**src/rtl/pipe_adder.sv**
```systemverilog
`default_nettype none
// ============================================================================
// Module   : pipe_adder
// Brief    : Carry-chunked pipelined adder/subtractor with global stall and
//            valid/ready handshakes. Optional signed saturation via the
//            PIPE_ADDER_SAT_EN macro.
// Revision : 1.0 - initial release
// ============================================================================
module pipe_adder #(
    parameter int DataWidth = 32,
    parameter int Stages    = 4
) (
    input  logic                 clk_i,
    input  logic                 rst_i,
    input  logic                 valid_i,
    output logic                 ready_o,
    input  logic [DataWidth-1:0] a_i,
    input  logic [DataWidth-1:0] b_i,
    input  logic                 sub_i,
    output logic                 valid_o,
    input  logic                 ready_i,
    output logic [DataWidth-1:0] y_o,
    output logic                 carry_o,
    output logic                 ovf_o
);

    localparam int c_chunk_w = (Stages > 0) ? DataWidth / Stages : DataWidth;

    if (Stages < 1) begin : g_bad_stages
        $error("pipe_adder: Stages must be at least 1");
    end else if (DataWidth % Stages != 0) begin : g_bad_width
        $error("pipe_adder: DataWidth must be a multiple of Stages");
    end

    // Per-stage skew registers: operands, partial result, chunk carry, valid
    logic [DataWidth-1:0] r_a [Stages];
    logic [DataWidth-1:0] r_b [Stages];
    logic [DataWidth-1:0] r_y [Stages];
    logic                 r_c [Stages];
    logic                 r_v [Stages];
    logic                 r_ovf;

    logic [DataWidth-1:0] w_ain  [Stages];
    logic [DataWidth-1:0] w_bin  [Stages];
    logic [DataWidth-1:0] w_yin  [Stages];
    logic                 w_cin  [Stages];
    logic [c_chunk_w:0]   w_sum  [Stages];
    logic [DataWidth-1:0] w_y    [Stages];
    logic                 w_sign_a;
    logic                 w_sign_b;
    logic                 w_ovf;
    logic [DataWidth-1:0] w_yout;
    logic                 w_en;

    assign valid_o = r_v[Stages-1];
    assign y_o     = r_y[Stages-1];
    assign carry_o = r_c[Stages-1];
    assign ovf_o   = r_ovf;

    // One stall signal for the whole pipeline
    assign w_en    = !valid_o || ready_i;
    assign ready_o = w_en;

    always_comb begin
        // Stage 0 sees the raw operands; subtract folds in as ~B with carry-in 1
        w_ain[0] = a_i;
        w_bin[0] = sub_i ? ~b_i : b_i;
        w_cin[0] = sub_i;
        w_yin[0] = '0;
        for (int k = 1; k < Stages; k++) begin
            w_ain[k] = r_a[k-1];
            w_bin[k] = r_b[k-1];
            w_cin[k] = r_c[k-1];
            w_yin[k] = r_y[k-1];
        end
        for (int k = 0; k < Stages; k++) begin
            w_sum[k] = {1'b0, w_ain[k][k*c_chunk_w +: c_chunk_w]}
                     + {1'b0, w_bin[k][k*c_chunk_w +: c_chunk_w]}
                     + {{c_chunk_w{1'b0}}, w_cin[k]};
            w_y[k]   = w_yin[k];
            w_y[k][k*c_chunk_w +: c_chunk_w] = w_sum[k][c_chunk_w-1:0];
        end
    end

    assign w_sign_a = w_ain[Stages-1][DataWidth-1];
    assign w_sign_b = w_bin[Stages-1][DataWidth-1];
    assign w_ovf    = (w_sign_a == w_sign_b) && (w_y[Stages-1][DataWidth-1] != w_sign_a);

`ifdef PIPE_ADDER_SAT_EN
    // Clamp toward the sign of A; carry and overflow flags stay unsaturated
    assign w_yout = !w_ovf ? w_y[Stages-1] :
                    w_sign_a ? {1'b1, {(DataWidth-1){1'b0}}}
                             : {1'b0, {(DataWidth-1){1'b1}}};
`else
    assign w_yout = w_y[Stages-1];
`endif

    always_ff @(posedge clk_i) begin
        if (rst_i) begin
            for (int k = 0; k < Stages; k++) begin
                r_a[k] <= '0;
                r_b[k] <= '0;
                r_y[k] <= '0;
                r_c[k] <= 1'b0;
                r_v[k] <= 1'b0;
            end
            r_ovf <= 1'b0;
        end else if (w_en) begin
            r_v[0] <= valid_i;
            for (int k = 1; k < Stages; k++) begin
                r_v[k] <= r_v[k-1];
            end
            for (int k = 0; k < Stages; k++) begin
                r_a[k] <= w_ain[k];
                r_b[k] <= w_bin[k];
                r_c[k] <= w_sum[k][c_chunk_w];
                r_y[k] <= (k == Stages - 1) ? w_yout : w_y[k];
            end
            r_ovf <= w_ovf;
        end
    end

endmodule
`default_nettype wire

```
**config.mk**
```make
export PLATFORM = sky130hd
export DESIGN_NAME = pipe_adder
export DESIGN_NICKNAME = d
export VERILOG_FILES = /design/src/rtl/pipe_adder.sv
export SDC_FILE = /design/constraint.sdc
export NUM_CORES = 1
export LEC_CHECK = 0
export ABC_AREA = 1
export CELL_PAD_IN_SITES_DETAIL_PLACEMENT = 1
export CELL_PAD_IN_SITES_GLOBAL_PLACEMENT = 1
export CORE_MARGIN = 5
export CORE_UTILIZATION = 48
export DETAILED_ROUTE_END_ITERATION = 7
export GPL_ROUTABILITY_DRIVEN = 0
export HOLD_SLACK_MARGIN = 0.15
export PLACE_DENSITY = 0.86
export SLEW_MARGIN = 0
export SYNTH_ARGS = -nofsm -noshare
export SYNTH_HDL_FRONTEND = slang
export SYNTH_SLANG_ARGS = --single-unit
```
**constraint.sdc**
```tcl
create_clock -name clk_i -period 8.85 [get_ports clk_i]
set_clock_uncertainty 0.15 [all_clocks]
set_input_delay 1.77 -clock clk_i [delete_from_list [all_inputs] [get_ports clk_i]]
set_output_delay 1.77 -clock clk_i [all_outputs]
set_load 0.005 [all_outputs]
```
Yosys cells after proc, flatten, opt, wreduce, memory -nomap -nowiden
Memories as Yosys holds them, arrays and structs flattened. Cells that the tools add are included.

Bits in registers: 1. Output and inout bits: 36. Memory bits (writable): 392. Input bits: 69. Memories kept: 5. Word-level logic and storage cells: 66.

Equal/unequal tests: 2. Multiplexer cells: 26. Reductions and logical operators: 3. Add/subtract/negate cells: 8. Bitwise logic cells: 21.

Memory list: r_a (depth 4, bits a word 32, read ports 3, clocked after Yosys merged registers in 0, wr ports 4, RTL line 36) `logic [DataWidth-1:0] r_a [Stages];`; r_b (depth 4, bits a word 32, read ports 3, clocked after Yosys merged registers in 0, wr ports 4, RTL line 37) `logic [DataWidth-1:0] r_b [Stages];`; r_y (depth 4, bits a word 32, read ports 4, clocked after Yosys merged registers in 0, wr ports 4, RTL line 38) `logic [DataWidth-1:0] r_y [Stages];`; r_c (depth 4, bits a word 1, read ports 4, clocked after Yosys merged registers in 0, wr ports 4, RTL line 39) `logic r_c [Stages];`; r_v (depth 4, bits a word 1, read ports 4, clocked after Yosys merged registers in 0, wr ports 4, RTL line 40) `logic r_v [Stages];`.

Operators with widths (number): $mux W32 (13); $add A8 B8 Y9 (4); $add A9 B1 Y9 (4); $not A32 Y32 (1); $or A1 B1 Y1 (20); $mux W1 (13); $eq A1 B1 Y1 (1); $logic_and A1 B1 Y1 (1); $logic_not A1 Y1 (1); $logic_or A1 B1 Y1 (1); $ne A1 B1 Y1 (1).

Logic depth before layout (Yosys ltp)
An unclocked memory read counts as a cell.

Depth after elaboration: 7. Mapped depth: 12. Mapped depth without buffers: 11.

Worst setup path after synthesis
OpenSTA, ideal clock, no wires.

Kind: input port to flip-flop. Start point: in ready_i. End point: mem r_a[0][10], enable pin. Data arrival time: 4.910 ns. Path buffers: 0. Slack: 2.304 ns. Data required time: 7.215 ns. Setup time: 1.485 ns. Stages on the path: 4. Cells stage by stage: inv_2 nand2_4 inv_1 nand2_1.

RTL lines: start, declared (RTL line 21) `input logic ready_i,`; end, declared (RTL line 36).

Worst setup path after layout
Start point: in ready_i. End point: out ready_o.

Cells in the longest elaborated chain, start to end: 1.

Ends and longest elaborated chain: $logic_or A1 B1 Y1 (RTL line 61) `assign w_en = !valid_o || ready_i;`; end, declared (RTL line 16) `output logic ready_o,`.

Every way passes these cells.

==> flow_summary.json <==
{
  "status": "finished clean",
  "synth_simple_gate_area_frac": 0.129,
  "postCtsHoldBufs": 0,
  "synth_edf_count": 184,
  "clk_latency_ps": 420,
  "syn_nets": 921,
  "synth_top_family_by_area": "simple AND/OR/NAND/NOR gates",
  "syn-cell-area_mm2": 0.00885,
  "end_kind": "output pin",
  "via_count": 5450,
  "tightest_slew_ps": 1120,
  "synth_xor_area_frac": 0.0307,
  "ys_ff_latch": 185,
  "routed_via_density": 4.83,
  "final_max_slew_viol_count": 0,
  "cp-startpoint": "ready_i",
  "p_int_mw": 1.56,
  "dieWidth_um": 146,
  "synthArstFlopShare": 0,
  "cp-start-kind": "input pin",
  "finalSetupTns_ps": 0,
  "fin_nets": 991,
  "seq_area_mm2": 0.00555,
  "wl_per_cell_um": 14.8,
  "fillers": 1906,
  "multi_input_area_mm2": 0.00227,
  "power_frac_comb": 0.112,
  "post_cts_buffers": 0,
  "root_buffer": "clkbuf_16",
  "ant_nets": 0,
  "grt_max_degree": 91,
  "crit_fanout": 3,
  "yosysUniqueCellTypes": 29,
  "cts_made_buffers": 17,
  "required_ps": 6930,
  "switching_share": 0.231,
  "drtIter0Drc": 201,
  "crit_arrival_ps": 2890,
  "gr-total-overflow": 0,
  "crit_type": "in2out",
  "first_pass_iters": 5,
  "pin_count": 105,
  "maxCapViolCount": 0,
  "min_period_ps": 4810,
  "die_height_um": 146,
  "synth-seq-area-share": 0.626,
  "grt_use_total": 0.160,
  "drc": 0,
  "core_mm2": 0.0181,
  "cts_tree": "yes",
  "wl_um": 16700,
  "rsz0062_at_grt": "no",
  "switchingPower_mw": 0.468,
  "syn_area_per_cell_um2": 10.8,
  "clockPowerShare": 0.365,
  "clk_path_buf_depth": 2,
  "hp-class": "reg2reg",
  "pwr-share-seq": 0.523,
  "synth_compound_area_frac": 0.0399,
  "min_from": "ovf_o",
  "antenna_found_initial": 0,
  "muxShareOfSynthArea": 0,
  "n_antenna_cell": 0,
  "io_buffers": 104,
  "fin_util": 0.574,
  "dp.cells": 1097,
  "grt_pass1_vias": 5764,
  "drive_gt1_frac": 0.0622,
  "power.leakage_nw": 4.53,
  "synth_ff_type": "edfxtp_1",
  "setup_viol": 0,
  "syn_inst": 817,
  "relSlewSlack": 0.252,
  "dieArea_mm2": 0.0213,
  "htreeDepth": 4,
  "cts-resized-gates": 0,
  "max_freq_mhz": 208,
  "clkTransAtPathRegs_ps": 70,
  "r2r-start": "r_v[3]",
  "yosys_warnings": 0,
  "powerDensity_mw_per_mm2": 195,
  "cts.sinks": 185,
  "peakVddDrop_v": 0.000156,
  "fin_crit_sh": 0.543,
  "timing_hold_violations_final": 0,
  "start_util": 0.490,
  "num_rows": 49,
  "finalNonFillerCells": 1129,
  "syn_to_final_growth_pct": 17.2,
  "dp_hpwl_um": 11500,
  "grt_pass1_wl_um": 27200,
  "synth_fa_ha_area_frac": 0.0554
}
[state kept, by name, indices dropped and copies added, names as in the netlist]
| name | count |
|---|---|
| r_c | 4 |
| r_a | 48 |
| r_y | 80 |
| r_b | 48 |
| r_v | 4 |
| ovf_o | 1 |
[final cells by class]
| cell class | count | share of cell area |
|---|---|---|
| Clock buffer | 17 | 0.0410 |
| Clock inverter | 15 | 0.0146 |
| Inverter | 169 | 0.0611 |
| Multi-Input combinational cell | 407 | 0.219 |
| Sequential cell | 185 | 0.534 |
| Tap cell | 229 | 0.0276 |
| Timing Repair Buffer | 107 | 0.102 |
[critical path, stage by stage]
cell	delay (ps)
clkdlybuf4s50_1	480
inv_2	50
nand2_4	80
clkdlybuf4s50_1	510
[power by group through the flow]
| stage | Sequential (mW) | Combinational, mW | Clock [mW] |
|---|---|---|---|
| 6_report | 1.06 | 0.227 | 0.739 |
| 5_1_grt | 1.07 | 0.258 | 0.796 |
| 4_1_cts | 1.06 | 0.232 | 0.755 |
| 3_5_place_dp | 1.08 | 0.229 | 0 |
| 3_3_place_gp | 1.07 | 0.215 | 0 |
| 2_1_floorplan | 1.07 | 0.157 | 0 |
[per-stage QoR]
| stage | hold WS (ps) | cell area [µm²] | power (mW) | setup slack, ps |
|---|---|---|---|---|
| after global routing | 367 | 10400 | 2.12 | 4000 |
| final | 344 | 10400 | 2.03 | 4040 |
| after detailed placement | 339 | 9800 | 1.31 | 4040 |
| after CTS | 350 | 10400 | 2.05 | 4030 |
| after global placement | 320 | 9800 | 1.29 | 4060 |
| after floorplan | 313 | 8850 | 1.23 | 2300 |
[synthesized netlist by cell type, drive strengths merged, types with 2 or more instances]
cell type / n / area share
a21o: 3 / 0.0025
a21oi: 39 / 0.024
buf: 56 / 0.047
edfxtp: 184 / 0.62
fa: 7 / 0.016
ha: 28 / 0.040
inv: 169 / 0.072
nand2: 67 / 0.032
nand3: 20 / 0.013
nand4: 5 / 0.0035
nor2: 185 / 0.078
o21a: 7 / 0.0059
o21ai: 9 / 0.0051
o21bai: 2 / 0.0017
xnor2: 25 / 0.025
xor2: 6 / 0.0059
[layer usage]
metal  GRT usage  part of all wire
met5           0                 0
met4      0.0646             0.023
met3      0.0321             0.035
met2       0.306              0.55
met1       0.171              0.39
[cells in the final DEF, fill, tap and decap left out, drive strengths merged, types with 5 or more instances in the layout]
cell / n
nor2: 185
o21ai: 9
a21oi: 39
edfxtp: 184
nand4: 5
fa: 7
o21a: 7
xnor2: 25
nand2: 67
clkbuf: 17
nand3: 20
clkdlybuf4s50: 103
xor2: 6
clkinv: 6
clkinvlp: 5
inv: 171
ha: 28
[cells by family (layout without fill, tap and decap cells)]
| group | Yosys count | after routing |
|---|---|---|
| AOI/OAI and AO/OA | 61 | 61 |
| DFF | 185 | 185 |
| adders and majority gates | 35 | 35 |
| buffers and inverters | 225 | 308 |
| and+or+nand+nor | 280 | 280 |
| xor gates and xnor gates | 31 | 31 |
[worst paths after layout]
kind	to	slack [ps]	depth (start not counted)
setup / recovery	ready_o	4040	4
hold / removal	ovf_o	340	2
setup reg to reg	r_b[0][27]	6400	4
hold reg to reg	ovf_o	340	2
(Power assumes the default switching activity.)
==> edit 1: new RTL, config.mk and constraints unchanged <==
Register the output `ovf_o` once more, with the module's reset; this adds one clock of latency there. The other outputs are not delayed to match.
--- a/src/rtl/pipe_adder.sv
+++ b/src/rtl/pipe_adder.sv
@@ -55,7 +55,13 @@
     assign valid_o = r_v[Stages-1];
     assign y_o     = r_y[Stages-1];
     assign carry_o = r_c[Stages-1];
-    assign ovf_o   = r_ovf;
+    always_ff @(posedge clk_i) begin
+        if (rst_i) begin
+            ovf_o <= '0;
+        end else begin
+            ovf_o <= r_ovf;
+        end
+    end
 
     // One stall signal for the whole pipeline
     assign w_en    = !valid_o || ready_i;
Formal check against the unedited RTL: not equivalent (Yosys sat finds a counterexample within 10 cycles, from zero or initial values and one cycle with rst_i high).
==> edit 1 against the original RTL <==
Core utilization down 0.76 points; total power up 6.2%; routed wire length up 4.9%; via count up 0.59%; non-clock buffer count down 1; sequential cell count up 1; cell area up 1.0%; critical endpoint unchanged; area after synthesis up 1.0%; clock power up 16%; setup slack worse by 21 ps.
==> edit 1: results <==
metrics = {
    "run_status": {
        "outcome": "finished, final reports clean",
    },
    "yosys": {
        "synth_compound_area_share_pct": 3.95,
        "ys_warn_count": 0,
        "muxShareOfSynthArea_pct": 0,
        "postSynth.asyncResetShare_pct": 0,
        "synthesis.nets": 924,
        "synth_common_cells": "nor2_1, edfxtp_1, inv_1, nand2_1, buf_4",
        "synth_edf_count": 184,
        "synth_xor_area_share_pct": 3.04,
        "synthTopCellsByArea": "edfxtp_1, nor2_1, inv_1",
        "synthAdderAreaFrac_pct": 5.48,
        "synth_cell_types": 29,
        "syn_avg_cell_area_um2": 10.9,
        "ys_seq_area_share_pct": 62.2,
        "synthFlopType": "edfxtp_1",
    },
    "clock_tree": {
        "cts_setup_buffers": 0,
        "clk_latency_ps": 420,
        "post_cts_resized": 0,
        "clk_pin_slew_ps": 70,
        "root_buffer": "clkbuf_16",
        "cts_buffer_depth": 2,
        "htree_levels": 4,
        "cts_buffers": 17,
    },
    "timing": {
        "worst_pin_slew_ps": 1020,
    },
    "setup_path": {
        "crit_fanout": 3,
        "worstSetupStartpoint": "ready_i",
        "cpLargestDelayFamily": "buffers and inverters",
        "worstPathArrival_ps": 2910,
        "r2r_start": "r_v[3]",
        "cpPeakStageDelay_ps": 520,
        "cpMaxStageDelayCell": "clkdlybuf4s50_1",
    },
    "place": {
        "port_buffers": 104,
        "hpwlAfterDp_mm": 11.2,
        "placed_area_um2": 9830,
        "dp.cells": 1104,
        "pre_cts_ws_ps": 4020,
    },
    "global_route": {
        "met3_usage_pct": 2.76,
        "antenna_found_initial": 1,
        "grt_pass1_vias": 5833,
        "grt_start_max_net_pins": 167,
        "gr-usage-met2_pct": 32.3,
        "grt_usage_pct": 16.6,
        "grt_pass1_wl_mm": 28.2,
        "grt.met1_usage_pct": 17.6,
    },
    "power": {
        "ir_worst_vdd_uv": 143,
        "p_leak_nw": 4.57,
    },
    "route": {
        "dr.first_iter.drc_count": 273,
        "viasPerCell": 4.83,
        "drt_first_pass_iters": 4,
        "wirelength_mm": 17.5,
    },
    "worst_hold_path": {
        "hp-class": "reg -> reg",
        "worstHoldStart": "r_ovf",
    },
    "finish": {
        "reg_top3": "r_y x80, r_a x48, r_b x48",
        "drive_above_1_share_pct": 5.55,
        "nets": 993,
        "final_cells": 1136,
    },
}
==> edit 1: cell type report <==
cell class	count	area, µm²
fill	1967	8040
sequential	186	5570
multi-input combinational	408	2280
timing repair buffer	106	1050
inverter	170	638
clock buffer	20	437
tap	234	293
clock inverter	11	218
antenna	1	2.50
==> edit 1: where the power goes <==
| part | internal (W) | total, W | switching [W] |
|---|---|---|---|
| logic | 0.000105 | 0.000230 | 0.000126 |
| clock network | 0.000531 | 0.000856 | 0.000325 |
| registers | 0.00104 | 0.00107 | 0.0000228 |
| total | 0.00168 | 0.00215 | 0.000474 |
==> edit 1: path summary, 6_finish.rpt <==
path	slack (ps)	end	cells after the start
worst max-delay path	4020	ready_o	4
worst min-delay path	290	ovf_o	2
worst max register to register	6330	r_y[0][33]	4
worst min register to register	290	ovf_o	2
==> edit 1: metal layers <==
metal,up-vias,wire length [µm]
met2,84,9880
met3,26,489
li1,2698,-
met4,0,329
met5,-,0
met1,2674,6840
==> edit 2: new RTL, config.mk and constraints unchanged <==
Without the edit above. Change the parameter `DataWidth` from 32 to 64.
--- a/src/rtl/pipe_adder.sv
+++ b/src/rtl/pipe_adder.sv
@@ -7,7 +7,7 @@
 // Revision : 1.0 - initial release
 // ============================================================================
 module pipe_adder #(
-    parameter int DataWidth = 32,
+    parameter int DataWidth = 64,
     parameter int Stages    = 4
 ) (
     input  logic                 clk_i,
Ports: changed (resized a_i, b_i and y_o); port bits go from 105 to 201. No check against the original RTL was run, so the function may have changed too.
==> edit 2 against the original RTL <==
Setup slack lost 140 ps; total power grew 100%; worst hold slack gained 46 ps; area after synthesis grew 100%; routed wire length grew to 2.5 times the old value; first-iteration DRC count grew to 3.6 times the old value; final cell count grew 110%; global-route usage grew 4.3 points; sequential cell count grew 176; fmax shrank 2.9%; cell area grew 100%; highest routed layer unchanged.
==> edit 2: results <==
metrics = {
    "route": {
        "wl_per_cell_um": 17.5,
        "viasPerCell": 5.01,
        "met2WireLength_mm": 22.8,
        "wl_met1_mm": 16.3,
        "dr.first_iter.drc_count": 724,
        "routed-wl-met3_mm": 1.62,
        "topRoutingLayerUsed": "met4",
    },
    "yosys": {
        "synth_top_area_share_pct": 60.6,
        "postSynth.asyncResetShare_pct": 0,
        "synth_common_cells": "nor2_1, edfxtp_1, inv_1, nand2_1, a21oi_1",
        "ys_warn_count": 0,
        "synthAdderAreaFrac_pct": 5.00,
        "synth_xor_area_share_pct": 3.10,
        "ys_seq_area_share_pct": 60.8,
        "synth_edf_count": 360,
        "synthesis.nets": 1979,
        "synthTopCellsByArea": "edfxtp_1, nor2_1, inv_1",
        "muxShareOfSynthArea_pct": 0,
        "synthFlopType": "edfxtp_1",
        "synth_compound_area_share_pct": 4.33,
        "synth_cell_types": 30,
    },
    "worst_hold_path": {
        "worstHoldStart": "ovf_o",
        "whs_endpoint": "ovf_o",
        "hp-class": "reg -> reg",
    },
    "place": {
        "hpwlAfterDp_mm": 28.6,
        "placed_area_um2": 19800,
        "port_buffers": 200,
    },
    "setup_path": {
        "crit_fanout": 2,
        "rrSetupSlack_ps": 5660,
        "worst_r2r_endpoint": "r_y[0][246]",
        "ff2ff_path_depth": 7,
        "worstPathArrival_ps": 3030,
    },
    "clock_tree": {
        "clk_latency_ps": 530,
        "cts_buffer_depth": 3,
        "post_cts_resized": 0,
        "htree_levels": 2,
        "cts_buffers": 40,
    },
    "run_status": {
        "outcome": "finished, final reports clean",
    },
    "finish": {
        "diodes": 0,
        "largest_register": "r_y",
        "drive_above_1_share_pct": 3.96,
        "nets": 2117,
        "reg_top3": "r_y x160, r_a x96, r_b x96",
    },
    "power": {
        "ir_worst_vdd_uv": 110,
        "p_int_w": 0.00312,
        "p_leak_nw": 9.16,
    },
    "global_route": {
        "grt_pass1_wl_mm": 67.3,
        "grt_start_max_net_pins": 165,
        "grt.met1_usage_pct": 23.1,
        "met3_usage_pct": 3.00,
        "grt_pass1_vias": 13200,
        "gr-usage-met2_pct": 38.5,
        "grt_usage_pct": 20.3,
    },
    "timing": {
        "slew_headroom_pct": 20.3,
        "whs_ps": 391,
    },
}
-- edit 2: cell count changes in the layout (fill, tap and decap cells not counted), sizes merged, moves of 53 or more --
cell and delta:
nand2 +156, inv +172, nor2 +213, edfxtp +176, a21oi +53, clkdlybuf4s50 +96
-- edit 2: final cells by class --
cell class,instances,area [µm²]
sequential,361,10800
timing repair buffer,205,2050
clock buffer,50,1060
multi-input combinational,969,5010
tap,468,586
clock inverter,19,125
inverter,340,1280
fill,4008,15700
-- edit 2: worst max-delay path by stage --
stage	cells after the start	to	start
after floorplan	4	r_a[0][100]	ready_i
after global placement	9	r_y[0][246]	ready_i
after detailed placement	9	r_y[0][246]	ready_i
after CTS	4	ready_o	ready_i
after global routing	4	ready_o	ready_i
final	4	ready_o	ready_i
-- edit 2: power groups by stage --
stage          Sequential (W)  Clock (W)  Combinational [W]
3_5_place_dp          0.00211          0           0.000502
2_1_floorplan         0.00209          0           0.000331
3_3_place_gp          0.00210          0           0.000470
5_1_grt               0.00209    0.00166           0.000566
4_1_cts               0.00208    0.00157           0.000512
6_report              0.00208    0.00155           0.000507
-- edit 2: metrics by stage --
stage,std cells,total power [W],worst slack (ps)
finish,2412,0.00413,3900
global route,2412,0.00431,3870
CTS,2412,0.00417,3880
detailed placement,2343,0.00262,3770
global placement,2343,0.00258,3840
floorplan,1779,0.00243,1920
-- edit 2: worst max-delay path, stage by stage --
cell and delay, ps:
clkdlybuf4s50_1 550, inv_1 80, nand2_2 100, clkdlybuf4s50_1 530
-- edit 2: cell families after synthesis --
kind of cell / after synthesis
AO/OA/AOI/OAI: 144
XOR/XNOR: 63
adder cells (fa/ha/maj): 67
buffers and inverters: 449
flip-flops: 361
AND/OR/NAND/NOR: 695
